==> src/rtl/adc_channel_averager.sv <==
// adc_channel_averager: per-channel power-of-two window mean of ADC samples, with an Avalon-MM read slave
module adc_channel_averager #(
  parameter int NUM_CH   = 8,
  parameter int LOG2_AVG = 4
) (
  input  logic        clk_clk,
  input  logic        reset_reset,
  input  logic        response_valid,
  input  logic [4:0]  response_channel,
  input  logic [11:0] response_data,
  input  logic        response_startofpacket,
  input  logic        response_endofpacket,
  output logic        avg_valid,
  output logic [4:0]  avg_channel,
  output logic [11:0] avg_data,
  input  logic [3:0]  avs_address,
  input  logic        avs_read,
  output logic [15:0] avs_readdata,
  output logic        avs_readdatavalid
);
  localparam int AW = 12 + LOG2_AVG;
  logic [AW-1:0]       acc_q [NUM_CH];
  logic [AW-1:0]       acc_d [NUM_CH];
  logic [LOG2_AVG-1:0] cnt_q [NUM_CH];
  logic [LOG2_AVG-1:0] cnt_d [NUM_CH];
  logic [11:0]         res_q [NUM_CH];
  logic [11:0]         res_d [NUM_CH];
  logic [NUM_CH-1:0]   fresh_q, fresh_d;
  logic [7:0]          drop_q, drop_d;
  logic                avg_valid_q, avg_valid_d;
  logic [4:0]          avg_channel_q, avg_channel_d;
  logic [11:0]         avg_data_q, avg_data_d;
  logic [15:0]         rdata_q, rdata_d;
  logic                rdv_q, rdv_d;
  logic                unused_sop_eop;
  assign unused_sop_eop = response_startofpacket ^ response_endofpacket;
  // Reads sample the _q state, so a colliding update is invisible to that read and its set beats the read's clear.
  always_comb begin
    acc_d = acc_q;
    cnt_d = cnt_q;
    res_d = res_q;
    fresh_d = fresh_q;
    avg_valid_d = 1'b0;
    avg_channel_d = avg_channel_q;
    avg_data_d = avg_data_q;
    rdv_d = avs_read;
    rdata_d = !avs_read ? rdata_q : avs_address == 4'hf ? {8'h00, drop_q} : 16'h0000;
    drop_d = (response_valid && response_channel >= 5'(NUM_CH) && drop_q != 8'hff) ? drop_q + 8'd1 : drop_q;
    for (int c = 0; c < NUM_CH; c++) begin
      if (avs_read && avs_address == 4'(c)) begin
        rdata_d = {fresh_q[c], 3'b000, res_q[c]};
        fresh_d[c] = 1'b0;
      end
      if (response_valid && response_channel == 5'(c)) begin
        acc_d[c] = acc_q[c] + AW'(response_data);
        if (cnt_q[c] == '1) begin
          res_d[c] = 12'(acc_d[c] >> LOG2_AVG);
          fresh_d[c] = 1'b1;
          acc_d[c] = '0;
          cnt_d[c] = '0;
          avg_valid_d = 1'b1;
          avg_channel_d = response_channel;
          avg_data_d = res_d[c];
        end else begin
          cnt_d[c] = cnt_q[c] + LOG2_AVG'(1);
        end
      end
    end
  end
  always_ff @(posedge clk_clk) begin
    if (reset_reset) begin
      for (int c = 0; c < NUM_CH; c++) begin
        acc_q[c] <= '0;
        cnt_q[c] <= '0;
        res_q[c] <= '0;
      end
      fresh_q <= '0;
      drop_q <= '0;
      avg_valid_q <= 1'b0;
      avg_channel_q <= '0;
      avg_data_q <= '0;
      rdata_q <= '0;
      rdv_q <= 1'b0;
    end else begin
      acc_q <= acc_d;
      cnt_q <= cnt_d;
      res_q <= res_d;
      fresh_q <= fresh_d;
      drop_q <= drop_d;
      avg_valid_q <= avg_valid_d;
      avg_channel_q <= avg_channel_d;
      avg_data_q <= avg_data_d;
      rdata_q <= rdata_d;
      rdv_q <= rdv_d;
    end
  end
  assign avg_valid = avg_valid_q;
  assign avg_channel = avg_channel_q;
  assign avg_data = avg_data_q;
  assign avs_readdata = rdata_q;
  assign avs_readdatavalid = rdv_q;
endmodule

==> config.mk <==
export PLATFORM = sky130hd
export DESIGN_NAME = adc_channel_averager
export DESIGN_NICKNAME = d
export VERILOG_FILES = /design/src/rtl/adc_channel_averager.sv
export SDC_FILE = /design/constraint.sdc
export NUM_CORES = 1
export LEC_CHECK = 0
export CAP_MARGIN = 20
export CORE_AREA = 5 5 230 232
export CTS_CLUSTER_SIZE = 20
export DETAILED_ROUTE_END_ITERATION = 10
export DIE_AREA = 0 0 235 237
export SYNTH_ARGS = -nofsm -noshare
export SYNTH_HDL_FRONTEND = slang
export SYNTH_SLANG_ARGS = --single-unit
==> constraint.sdc <==
create_clock -name clk_clk -period 3.7 [get_ports clk_clk]
set_input_delay 0.37 -clock clk_clk [delete_from_list [all_inputs] [get_ports clk_clk]]
set_output_delay 0.37 -clock clk_clk [all_outputs]
set_load 0.05 [all_outputs]
==> impl_metrics.toml <==
[outcome]
status = "complete, no violations"

[power_and_ir_drop]
p_leak_nw = 8.361
power_frac_seq_pct = 43.0
pwr-share-clk_pct = 48.9
combPwrFrac_pct = 8.1
peakVddDrop_mv = 0.2390
p_sw_w = 0.001882
netSwitchingFraction_pct = 24.55
internal-power_w = 0.005782
p_per_area_nw_per_um2 = 364.8

[yosys]
synth_top_area_share_pct = 34.86
synth.avg_cell_area_um2 = 7.897
yosysWarnings = 0
ys_seq_area_share_pct = 34.86
async_flop_share_pct = 0
syn_inst = 2211
synth_ff_type = "dfxtp_1"
ys_top_cells_by_count = "305 x nor2_1, 304 x dfxtp_1, 266 x nand2_1, 263 x a21oi_1, 105 x ha_1"
ys_seq_elements = 304
synth_area_leaders = "dfxtp_1 35%, a21oi_1 7.5%, ha_1 7.5%"
ys_types = 82
yosysTopAreaCell = "dfxtp_1"
synth-edff-count = 0
syn_area_um2 = 17460
yosysMostFrequentCell = "nor2_1"

[drt]
ant_nets = 0
drt_iter0_drc = 1503
drc = 0
vias = 16930
top_layer_used = "met4"
totalWireLength_mm = 59.16
first_pass_iters = 5
route.layer.met1.wl_mm = 27.16
viasPerCell = 5.531
wire_per_inst_um = 19.33
routed-wl-met2_mm = 25.96
dr_wl_met3_mm = 4.401

[timing]
finalHoldViolations = 0
fin_worst_skew_ps = 16.42
slew_violations = 0
fin_crit_ps = 3305
tightest_slew_ps = 777.8
fin_tns_setup_ps = 0
setup_viol = 0
max_freq_mhz = 302.6
min_period_over_period_pct = 89.31
rsz0062_at_grt = "no"
worst_slew_margin_rel_pct = 48.15

[die]
die_h_um = 237
core_um2 = 50780
die_area_um2 = 55700
io_pins = 62
rows = 83
start_util_pct = 34.38
die_x_um = 235

[worst_setup_path]
path_class = "primary input to flop"
path_max_fanout = 5
crit_buf_inv = 5
arrival_ps = 3800
cp.required_ps = 4200
max_stage_delay_ps = 450
cp_top_family = "compound AO/OA/AOI/OAI gates"
end_kind = "flop"
crit_slowest_cell = "clkdlybuf4s50_1"
start_kind = "primary input"
cp_cell_sequence = "clkdlybuf4s50_1 -> buf_12 -> buf_4 -> ha_1 -> inv_1 -> fa_1 -> nor2b_1 -> o31a_1 -> o31ai_1 -> a21oi_1 -> o41ai_1 -> buf_4 -> xnor2_1 -> nor2_1 -> a211oi_1 -> o221a_1"
crit_path_frequent_cell = "buf_4"

[clock_tree]
clock_latency_ps = 550
clock-sinks = 304
ctsHtreeMaxLevel = 2
cts-resized-gates = 0
cts_tree = "done"
cts_setup_buffers = 0
clockRootBuffer = "clkbuf_16"
clock_path_buffers = 3
cts_hold_buf = 0
cts_buffers = 36
path_clk_slew_ps = 60

[worst_hold_path]
hold_path_class = "primary input to flop"

[layout]
regArea_um2 = 6086
syn2layout_area_growth_pct = 20.32
antennaDiodeCount = 0
fillerInstances = 5112
drive_gt1_share_pct = 11.34
multi_input_area_um2 = 10790
fin_util_pct = 41.37
fin_nets = 2496

[global_routing]
grt_max_degree = 118
grt_use_total_pct = 20.39
gr-total-overflow = 0
grt_pass1_vias = 15880
antenna_found_initial = 0
grt_pass1_wl_mm = 91.31

[placed_design]
port_buffers = 56
place_congestion = 0.9386
dpl.hpwl_mm = 43.76

[run]
cap_violations = 0
[metrics by stage]
stage                     setup WS [ps]  power [W]  area, µm²  hold WS (ps)  std cells
after CTS                         413.3   0.007720      21010         192.3       3060
after detailed placement         -129.7   0.003981      19780         444.0       2998
after floorplan                   853.0   0.003716      17470         428.4       2213
after global placement           -100.9   0.003971      19780         440.0       2998
after global routing              209.5   0.007906      21010         212.3       3060
final                             395.4   0.007664      21010         214.1       3060
[routing by layer]
metal,up-vias,GRT usage [%]
met4,0,6.247
met2,608,31.98
met1,8010,28.70
met5,-,0
met3,88,3.564
li1,8219,-
[power by group through the flow]
stage / clock network [W] / registers (W) / logic [W]
after floorplan: 0 / 0.00338 / 0.000339
after global placement: 0 / 0.00337 / 0.000603
after detailed placement: 0 / 0.00337 / 0.000613
after CTS: 0.00381 / 0.00330 / 0.000615
after global routing: 0.00394 / 0.00330 / 0.000666
final: 0.00375 / 0.00330 / 0.000620
[kinds of logic after synthesis]
family	count (synthesis)	share of synthesized area [%]
flip-flops	304	34.86
other	1	0.02148
AND/OR/NAND/NOR	839	21.41
AO/OA/AOI/OAI	660	23.76
XOR/XNOR	105	5.267
multiplexers	37	2.845
adder cells (fa/ha/maj)	113	8.442
buffers and inverters	152	3.397
[state kept, by name, indices dropped and copies added, names as in the netlist, 5 cells and up]
register and cells:
drop_q 8, avg_data 12, fresh_q 8, cnt_q 32
acc_q 128, avg_channel 5, res_q 96, avs_readdata 13
[placed cells by master, fill, tap and decap left out, types with 42 or more instances in the layout]
cell,n
nor2_1,305
o21ai_0,90
buf_4,157
clkdlybuf4s50_1,54
xor2_1,42
ha_1,105
dfxtp_1,304
a21oi_1,263
nand3_1,62
nor3_1,61
nand2_1,266
xnor2_1,63
a22oi_1,71
[final timing paths]
| path | to | from | cells after the start | slack [ps] |
|---|---|---|---|---|
| min reg2reg | res_q[39] | res_q[39] | 2 | 450 |
| max reg2reg | avg_data[10] | acc_q[64] | 12 | 590 |
| max | avg_data[8] | response_data[0] | 16 | 400 |
| min | acc_q[40] | reset_reset | 2 | 210 |
[final cells by class]
class                           instances  area share (%)
Timing Repair Buffer                  222           9.136
Clock inverter                         14          0.8755
Clock buffer                           48           4.991
Multi-Input combinational cell       1757           51.35
Inverter                               35          0.6254
Sequential cell                       304           28.97
Tap cell                              680           4.050
Note: power is estimated with default switching activity, not from simulation.
